===== config.mk =====
export PLATFORM = sky130hd
export DESIGN_NAME = regfile_write_arbiter
export DESIGN_NICKNAME = d
export VERILOG_FILES = /design/src/rtl/regfile_pkg.sv /design/src/rtl/rr_arbiter_2.sv /design/src/rtl/regfile_write_arbiter.sv
export SDC_FILE = /design/constraint.sdc
export NUM_CORES = 1
export LEC_CHECK = 0
export CORE_ASPECT_RATIO = 1.4
export CORE_MARGIN = 5
export CORE_UTILIZATION = 39
export DETAILED_ROUTE_END_ITERATION = 8
export PLACE_DENSITY = 0.86
export SLEW_MARGIN = 20
export SYNTH_ARGS = -nofsm -noshare
export SYNTH_HDL_FRONTEND = slang
export SYNTH_SLANG_ARGS = --single-unit

===== constraint.sdc =====
create_clock -name clk -period 2.3 [get_ports clk]
set_input_delay 0.46 -clock clk [delete_from_list [all_inputs] [get_ports clk]]
set_output_delay 0.46 -clock clk [all_outputs]
set_load 0.05 [all_outputs]

===== src/rtl/regfile_pkg.sv =====
// regfile_pkg: shared widths, the $zero index and the grant encodings for the writeback path
package regfile_pkg;
  localparam int REG_ADDR_W = 5;
  localparam int REG_DATA_W = 32;
  localparam logic [REG_ADDR_W-1:0] REG_ZERO = 5'd0;
  localparam logic GNT_REQ0 = 1'b0;
  localparam logic GNT_REQ1 = 1'b1;
endpackage


===== src/rtl/rr_arbiter_2.sv =====
// rr_arbiter_2: combinational two-way round-robin pick; the requester that did not win last time wins a tie
module rr_arbiter_2
  import regfile_pkg::*;
(
  input  logic [1:0] valid,
  input  logic       last,
  input  logic       en,
  output logic [1:0] gnt_onehot,
  output logic       gnt_idx
);
  // a tie goes to the requester other than last; a single request wins outright
  always_comb begin
    gnt_idx    = (valid == 2'b11) ? ~last : (valid[1] ? GNT_REQ1 : GNT_REQ0);
    gnt_onehot = (en && |valid) ? (gnt_idx ? 2'b10 : 2'b01) : 2'b00;
  end
endmodule


===== src/rtl/regfile_write_arbiter.sv =====
// regfile_write_arbiter: shares the register file write port between two writeback requesters (optional forwarding: REGFILE_ARB_FWD_EN)
module regfile_write_arbiter
  import regfile_pkg::*;
#(
  parameter int DATA_WIDTH = REG_DATA_W,
  parameter int ADDR_WIDTH = REG_ADDR_W
) (
  input  logic                  clk,
  input  logic                  rst,
  input  logic                  req0_valid,
  input  logic [ADDR_WIDTH-1:0] req0_reg,
  input  logic [DATA_WIDTH-1:0] req0_data,
  output logic                  req0_ready,
  input  logic                  req1_valid,
  input  logic [ADDR_WIDTH-1:0] req1_reg,
  input  logic [DATA_WIDTH-1:0] req1_data,
  output logic                  req1_ready,
  input  logic                  hold,
  output logic                  write_en,
  output logic [ADDR_WIDTH-1:0] write_reg,
  output logic [DATA_WIDTH-1:0] write_data,
  output logic                  last_grant
`ifdef REGFILE_ARB_FWD_EN
  ,
  input  logic [ADDR_WIDTH-1:0] read_reg1,
  input  logic [ADDR_WIDTH-1:0] read_reg2,
  output logic                  fwd_hit1,
  output logic                  fwd_hit2,
  output logic [DATA_WIDTH-1:0] fwd_data
`endif
);
  logic [1:0]            gnt;
  logic                  gnt_idx;
  logic                  write_en_q, write_en_d;
  logic [ADDR_WIDTH-1:0] write_reg_q, write_reg_d, sel_reg;
  logic [DATA_WIDTH-1:0] write_data_q, write_data_d, sel_data;
  logic                  last_grant_q, last_grant_d;

  rr_arbiter_2 u_rr (
    .valid      ({req1_valid, req0_valid}),
    .last       (last_grant_q),
    .en         (!hold && !rst),
    .gnt_onehot (gnt),
    .gnt_idx    (gnt_idx)
  );

  // pick the winner's payload; a $zero destination is acknowledged but never written
  always_comb begin
    sel_reg      = gnt_idx ? req1_reg : req0_reg;
    sel_data     = gnt_idx ? req1_data : req0_data;
    write_en_d   = |gnt && sel_reg != ADDR_WIDTH'(REG_ZERO);
    write_reg_d  = write_en_d ? sel_reg : write_reg_q;
    write_data_d = write_en_d ? sel_data : write_data_q;
    last_grant_d = |gnt ? gnt_idx : last_grant_q;
  end

  // output register and round-robin history; reset drops any in-flight write
  always_ff @(posedge clk) begin
    if (rst) begin
      write_en_q   <= 1'b0;
      write_reg_q  <= '0;
      write_data_q <= '0;
      last_grant_q <= GNT_REQ1;
    end else begin
      write_en_q   <= write_en_d;
      write_reg_q  <= write_reg_d;
      write_data_q <= write_data_d;
      last_grant_q <= last_grant_d;
    end
  end

  assign req0_ready = gnt[0];
  assign req1_ready = gnt[1];
  assign write_en   = write_en_q;
  assign write_reg  = write_reg_q;
  assign write_data = write_data_q;
  assign last_grant = last_grant_q;

`ifdef REGFILE_ARB_FWD_EN
  // bypass the write being committed this cycle to readers of the same register
  always_comb begin
    fwd_hit1 = write_en_q && write_reg_q == read_reg1 && read_reg1 != ADDR_WIDTH'(REG_ZERO);
    fwd_hit2 = write_en_q && write_reg_q == read_reg2 && read_reg2 != ADDR_WIDTH'(REG_ZERO);
    fwd_data = write_data_q;
  end
`endif
endmodule


==> impl_metrics.env, run 1 <==
export IMPL_cp_required_ns=1.84
export IMPL_fin_crit_ns=2.084
export IMPL_worstPathMaxFanout=7
export IMPL_fmax_ghz=0.4800
export IMPL_slew_limit_headroom=0.6344
export IMPL_grt_usage=0.1778
export IMPL_setup_viol=0
export IMPL_drive_above_1_share=0.07407
export IMPL_path_class="in2out"
export IMPL_netlist_top_cells_area="dfxtp_1, mux2i_1, nand2_1"
export IMPL_synth_cell_types=18
export IMPL_stdcell_area_mm2=0.003223
export IMPL_p_leak_nw=1.233
export IMPL_finalHoldViolCount=0
export IMPL_synth_area_mm2=0.001813
export IMPL_cellPowerDensity_mw_per_mm2=616.2
export IMPL_start_util=0.3997
export IMPL_place_ws_ns=0.04755
export IMPL_crit_chain="clkdlybuf4s50_1 > o21ai_2 > nor2_2 > buf_4"
export IMPL_synth_area_per_cell_um2=10.36
export IMPL_finalWorstSetupSlack_ns=0.2165
export IMPL_clock_sinks=39
export IMPL_fin_skew_ns=0.005668
export IMPL_maxSlewViolCount=0
export IMPL_portBuffers=119
export IMPL_cts_root_buffer="clkbuf_8"
export IMPL_met1_length_um=1816
export IMPL_layout_nets=375
export IMPL_largest_reg_flops=32
export IMPL_cp_start_kind="primary input"
export IMPL_tightest_slew_ns=0.5467
export IMPL_yosysSeqAreaShare=0.4306
export IMPL_wl_met2_um=3037
export IMPL_dieArea_mm2=0.006132
export IMPL_cp_slowest_stage_delay_ns=0.50
export IMPL_fp_dieW_um=67.63
export IMPL_htreeDepth=2
export IMPL_status="finished clean"
export IMPL_antennaDiodeCount=0
export IMPL_drv_cap=0
export IMPL_dp_cells=351
export IMPL_synth_top_area_share=0.4306
export IMPL_first_iter_violations=56
export IMPL_dr_pass1_iters=4
export IMPL_postCtsHoldBufs=0
export IMPL_routed_wl_um=5373
export IMPL_finalCritPeriodShare=0.9059
export IMPL_grt_pass1_vias=1776
export IMPL_via_per_inst=4.713
export IMPL_post_drt_wl_per_cell_um=14.97
export IMPL_cp_top_family="buffers and inverters"
export IMPL_rsz0062_at_grt="no"
export IMPL_syn_inst=175
export IMPL_hold_class="reg2reg"
export IMPL_final_setup_tns_ns=0
export IMPL_cp_arrival_ns=1.62
export IMPL_peakVddDrop_v=0.0004385
export IMPL_ys_ff_latch=39
export IMPL_cts_tree="done"
export IMPL_grt_pass1_wl_um=8328
export IMPL_yosysWarnings=0
export IMPL_wl_met3_um=395
export IMPL_core_mm2=0.004536
export IMPL_insertion_delay_ns=0.29
export IMPL_cts_buffer_depth=2
export IMPL_post_cts_setup_buffers=0
export IMPL_grt_ovfl_total=0
export IMPL_fin_cells=359
export IMPL_drc=0
export IMPL_fillerInstances=342
export IMPL_grt_max_degree=34
export IMPL_synth_area_leader_cell="dfxtp_1"
export IMPL_placed_cell_area_mm2=0.003110
export IMPL_clk_pin_slew_worst_paths_ns=0.07
export IMPL_cts_buffers=5
export IMPL_maxUsedRoutingLayer="met4"
export IMPL_cts_resized=0
export IMPL_vias=1692
export IMPL_crit_buf_inv=2
export IMPL_row_count=29
export IMPL_end_kind="output pin"
export IMPL_die_h_um=90.67
export IMPL_post_dp_hpwl_um=4413
export IMPL_ant_nets=0
export IMPL_gp_congestion=0.7121
export IMPL_antenna_found_initial=0
export IMPL_io_pins=120
export IMPL_syn_to_final_growth_pct=77.78
export IMPL_syn_num_nets=254
export IMPL_critical_path_slowest_cell="clkdlybuf4s50_1"
[power by group]
group	internal [mW]	total (mW)	switching, mW	leakage [nW]
clock network	0.323	0.563	0.240	0.0581
logic	0.303	0.659	0.356	0.853
registers	0.734	0.764	0.0302	0.322
total	1.36	1.99	0.627	1.23
[final timing paths]
check | from | to | slack [ns] | depth (start not counted)
worst min register to register | write_data[0] | write_data[0] | 0.46 | 2
worst min-delay path | write_data[0] | write_data[0] | 0.46 | 2
worst max-delay path | req0_valid | req0_ready | 0.22 | 4
worst max register to register | last_grant | write_data[26] | 0.70 | 5
[cells in the mapped netlist]
master,number
buf_4,1
and3_1,1
a21oi_1,1
o21ai_2,1
nand2_1,34
buf_6,3
or4_1,2
mux2i_1,70
nor2_1,4
buf_2,3
inv_2,1
clkbuf_1,4
nor3_2,1
a21boi_2,1
dfxtp_1,39
o32ai_1,4
inv_1,4
a211oi_1,1
[stage by stage]
stage	util	power, mW	hold slack [ns]
2_1_floorplan	-	1.143	0.5755
4_1_cts	0.7106	2.013	0.4610
5_1_grt	0.7106	2.062	0.4765
3_5_place_dp	0.6858	1.445	0.4465
6_report	0.7106	1.986	0.4567
3_3_place_gp	0.6858	1.433	0.4410
[kinds of logic (layout without fill, tap and decap cells)]
kind of cell / count (synthesis) / count (layout) / synth area share
AO/OA/AOI/OAI: 8 / 8 / 0.03726
buffers and inverters: 16 / 138 / 0.04968
flip-flops: 39 / 39 / 0.4306
multiplexers: 70 / 70 / 0.3865
AND/OR/NAND/NOR: 42 / 42 / 0.09592
[cell type report]
cell class              count  area [um^2]  area share
well taps                  62        77.57     0.02407
clock inverters             3        43.79     0.01359
flip-flops and latches     39        780.7      0.2422
clock buffers               5        68.82     0.02135
multi-input cells         120        964.7      0.2993
repair buffers            125         1269      0.3936
inverters                   5        18.77    0.005823
[worst reg2reg max path, cell delays in order (launching register included)]
cell and delay, ns:
dfxtp_1 0.41, a21boi_4 0.09, buf_4 0.16, a211oi_4 0.42
buf_12 0.24, mux2i_1 0.21
[layer usage]
| layer | global-route usage | vias up |
|---|---|---|
| met5 | 0 | - |
| met4 | 0.07783 | 0 |
| met3 | 0.04483 | 12 |
| met2 | 0.3379 | 60 |
| met1 | 0.1678 | 769 |
| li1 | - | 851 |
[cell usage in the layout, fill, tap and decap left out, drive strengths merged]
master         synthesis  final
clkdlybuf4s50          0    117
a211oi                 1      1
and3                   1      1
inv                    5      5
a21oi                  1      1
mux2i                 70     70
o32ai                  4      4
or4                    2      2
clkbuf                 4      5
nand2                 34     34
dfxtp                 39     39
bufinv                 0      1
buf                    7      8
nor3                   1      1
a21boi                 1      1
nor2                   4      4
o21ai                  1      1
clkinv                 0      2
(Power assumes the default switching activity.)
==> run 2, diff against run 1 <==
--- a/config.mk
+++ b/config.mk
@@ -9,8 +9,10 @@
 export CORE_MARGIN = 5
 export CORE_UTILIZATION = 39
 export DETAILED_ROUTE_END_ITERATION = 8
-export PLACE_DENSITY = 0.86
+export GPL_TIMING_DRIVEN = 0
+export PLACE_DENSITY = 0.89
 export SLEW_MARGIN = 20
 export SYNTH_ARGS = -nofsm -noshare
 export SYNTH_HDL_FRONTEND = slang
 export SYNTH_SLANG_ARGS = --single-unit
+export TNS_END_PERCENT = 5
==> run 2 against run 1 <==
Compared with the run above:
- sequential share of layout area increased by 0.27 points
- clock skew shrank 0.0014 ns
- setup slack lost 0.13 ns
- worst hold slack better by 0.00096 ns
- critical path type unchanged
- largest power group unchanged
==> impl_metrics.env, run 2 (synthesized netlist as in run 1, its figures left out) <==
export IMPL_final_cell_mix="clkdlybuf4s50_1, mux2i_1, dfxtp_1"
export IMPL_r2r_start="last_grant"
export IMPL_finalWorstSetupSlack_ns=0.08990
export IMPL_tightest_slew_ns=0.7306
export IMPL_path_class="in2out"
export IMPL_worstPathMaxFanout=7
export IMPL_start_util=0.3997
export IMPL_drv_cap=0
export IMPL_slew_limit_headroom=0.5130
export IMPL_cts_tree="done"
export IMPL_core_mm2=0.004536
export IMPL_gp_congestion=0.7377
export IMPL_cp_arrival_ns=1.75
export IMPL_cp_slowest_stage_delay_ns=0.57
export IMPL_place_ws_ns=-0.7652
export IMPL_grt_max_degree=20
export IMPL_post_dp_hpwl_um=4270
export IMPL_clock_sinks=39
export IMPL_vias=1717
export IMPL_fin_crit_ns=2.210
export IMPL_grt_usage=0.1677
export IMPL_antennaDiodeCount=0
export IMPL_cp_required_ns=1.84
export IMPL_fin_cells=362
export IMPL_min_delay_start="write_data[19]"
export IMPL_cts_root_buffer="clkbuf_8"
export IMPL_fp_dieW_um=67.63
export IMPL_status="finished clean"
export IMPL_fillerInstances=330
export IMPL_fmax_ghz=0.4525
export IMPL_dp_cells=356
export IMPL_critical_path_slowest_cell="clkdlybuf4s50_1"
export IMPL_via_per_inst=4.743
export IMPL_cts_buffer_depth=2
export IMPL_htreeDepth=2
export IMPL_postCtsHoldBufs=0
export IMPL_row_count=29
export IMPL_peakVddDrop_v=0.0003478
export IMPL_first_iter_violations=54
export IMPL_io_pins=120
export IMPL_fin_skew_ns=0.004234
export IMPL_grt_pass1_wl_um=7907
export IMPL_crit_chain="clkdlybuf4s50_1 > nor2_2 > and3_1 > clkdlybuf4s15_2"
export IMPL_portBuffers=119
export IMPL_hold_class="reg2reg"
export IMPL_crit_buf_inv=2
export IMPL_finalHoldViolCount=0
export IMPL_setup_viol=0
export IMPL_maxSlewViolCount=0
export IMPL_layout_nets=379
export IMPL_drc=0
export IMPL_dieArea_mm2=0.006132
export IMPL_ant_nets=0
export IMPL_cp_start_kind="primary input"
export IMPL_grt_pass1_vias=1707
export IMPL_startpoint="rst"
export IMPL_drive_above_1_share=0.07000
export IMPL_syn_to_final_growth_pct=75.85
export IMPL_end_kind="output pin"
export IMPL_finalCritPeriodShare=0.9609
export IMPL_routed_wl_um=5138
export IMPL_final_common_cell="clkdlybuf4s50_1"
export IMPL_cellPowerDensity_mw_per_mm2=585.0
export IMPL_clk_pin_slew_worst_paths_ns=0.07
export IMPL_antenna_found_initial=0
export IMPL_cp_top_family="buffers and inverters"
export IMPL_largest_reg_flops=32
export IMPL_insertion_delay_ns=0.27
export IMPL_grt_ovfl_total=0
export IMPL_p_leak_nw=1.221
export IMPL_dr_pass1_iters=4
export IMPL_die_h_um=90.67
export IMPL_cts_buffers=5
export IMPL_post_drt_wl_per_cell_um=14.19
run 2: cell types whose count changed in the layout (fill, tap and decap cells not counted), sizes merged:
| cell | previous run | this run |
|---|---|---|
| buf | 8 | 6 |
| bufinv | 1 | 0 |
| clkbuf | 5 | 11 |
| clkdlybuf4s15 | 0 | 1 |
| clkinv | 2 | 1 |
run 2: final cells by class:
class,count,area (um^2),area share
plain buffers,10,78.83,0.02473
well taps,62,77.57,0.02433
multi-input cells,120,954.7,0.2995
clock buffers,6,82.58,0.02590
flip-flops and latches,39,780.7,0.2449
inverters,5,18.77,0.005887
repair buffers,119,1190,0.3732
clock inverters,1,5.005,0.001570
run 2: worst min-delay path, delay by kind of cell (launching register included):
kind,cells,cell delay (ns)
flops,1,0.31
mux,1,0.05
simple gates,1,0.05
run 2: metal layers:
layer	vias up	global-route usage	wire length (um)
li1	861	-	-
met1	790	0.1761	1783
met2	62	0.3160	2928
met3	4	0.03487	378
met4	0	0.05076	46
met5	-	0	0
run 2: where the power goes:
| part | internal [mW] | total [mW] | switching, mW |
|---|---|---|---|
| Sequential | 0.734 | 0.762 | 0.0283 |
| Clock | 0.235 | 0.447 | 0.212 |
| Combinational | 0.301 | 0.655 | 0.354 |
run 2: worst paths after layout:
kind / endpoint / slack [ns] / depth (start not counted)
max reg2reg: write_data[31] / 0.60 / 6
min: write_data[19] / 0.46 / 2
max: req1_ready / 0.09 / 4
min reg2reg: write_data[19] / 0.46 / 2
run 2: metrics by stage:
| stage | utilization | instance area, um^2 | setup TNS (ns) | hold WS (ns) | total power [mW] |
|---|---|---|---|---|---|
| after detailed placement | 0.6800 | 3084 | -4.493 | 0.4458 | 1.435 |
| after global routing | 0.7029 | 3188 | -0.01155 | 0.4832 | 1.940 |
| after global placement | 0.6800 | 3084 | -2.939 | 0.4415 | 1.425 |
| after CTS | 0.7001 | 3176 | 0 | 0.4597 | 1.883 |
| final | 0.7029 | 3188 | 0 | 0.4576 | 1.865 |
| after floorplan | - | 1815 | 0 | 0.5755 | 1.143 |
run 2: repair_timing:
action | in CTS | in global routing
hold endpoints to repair | 0 | 0
endpoints found under the setup margin | 2 | 3
buffers inserted | 0 | 0
resized for setup | 11 | 3
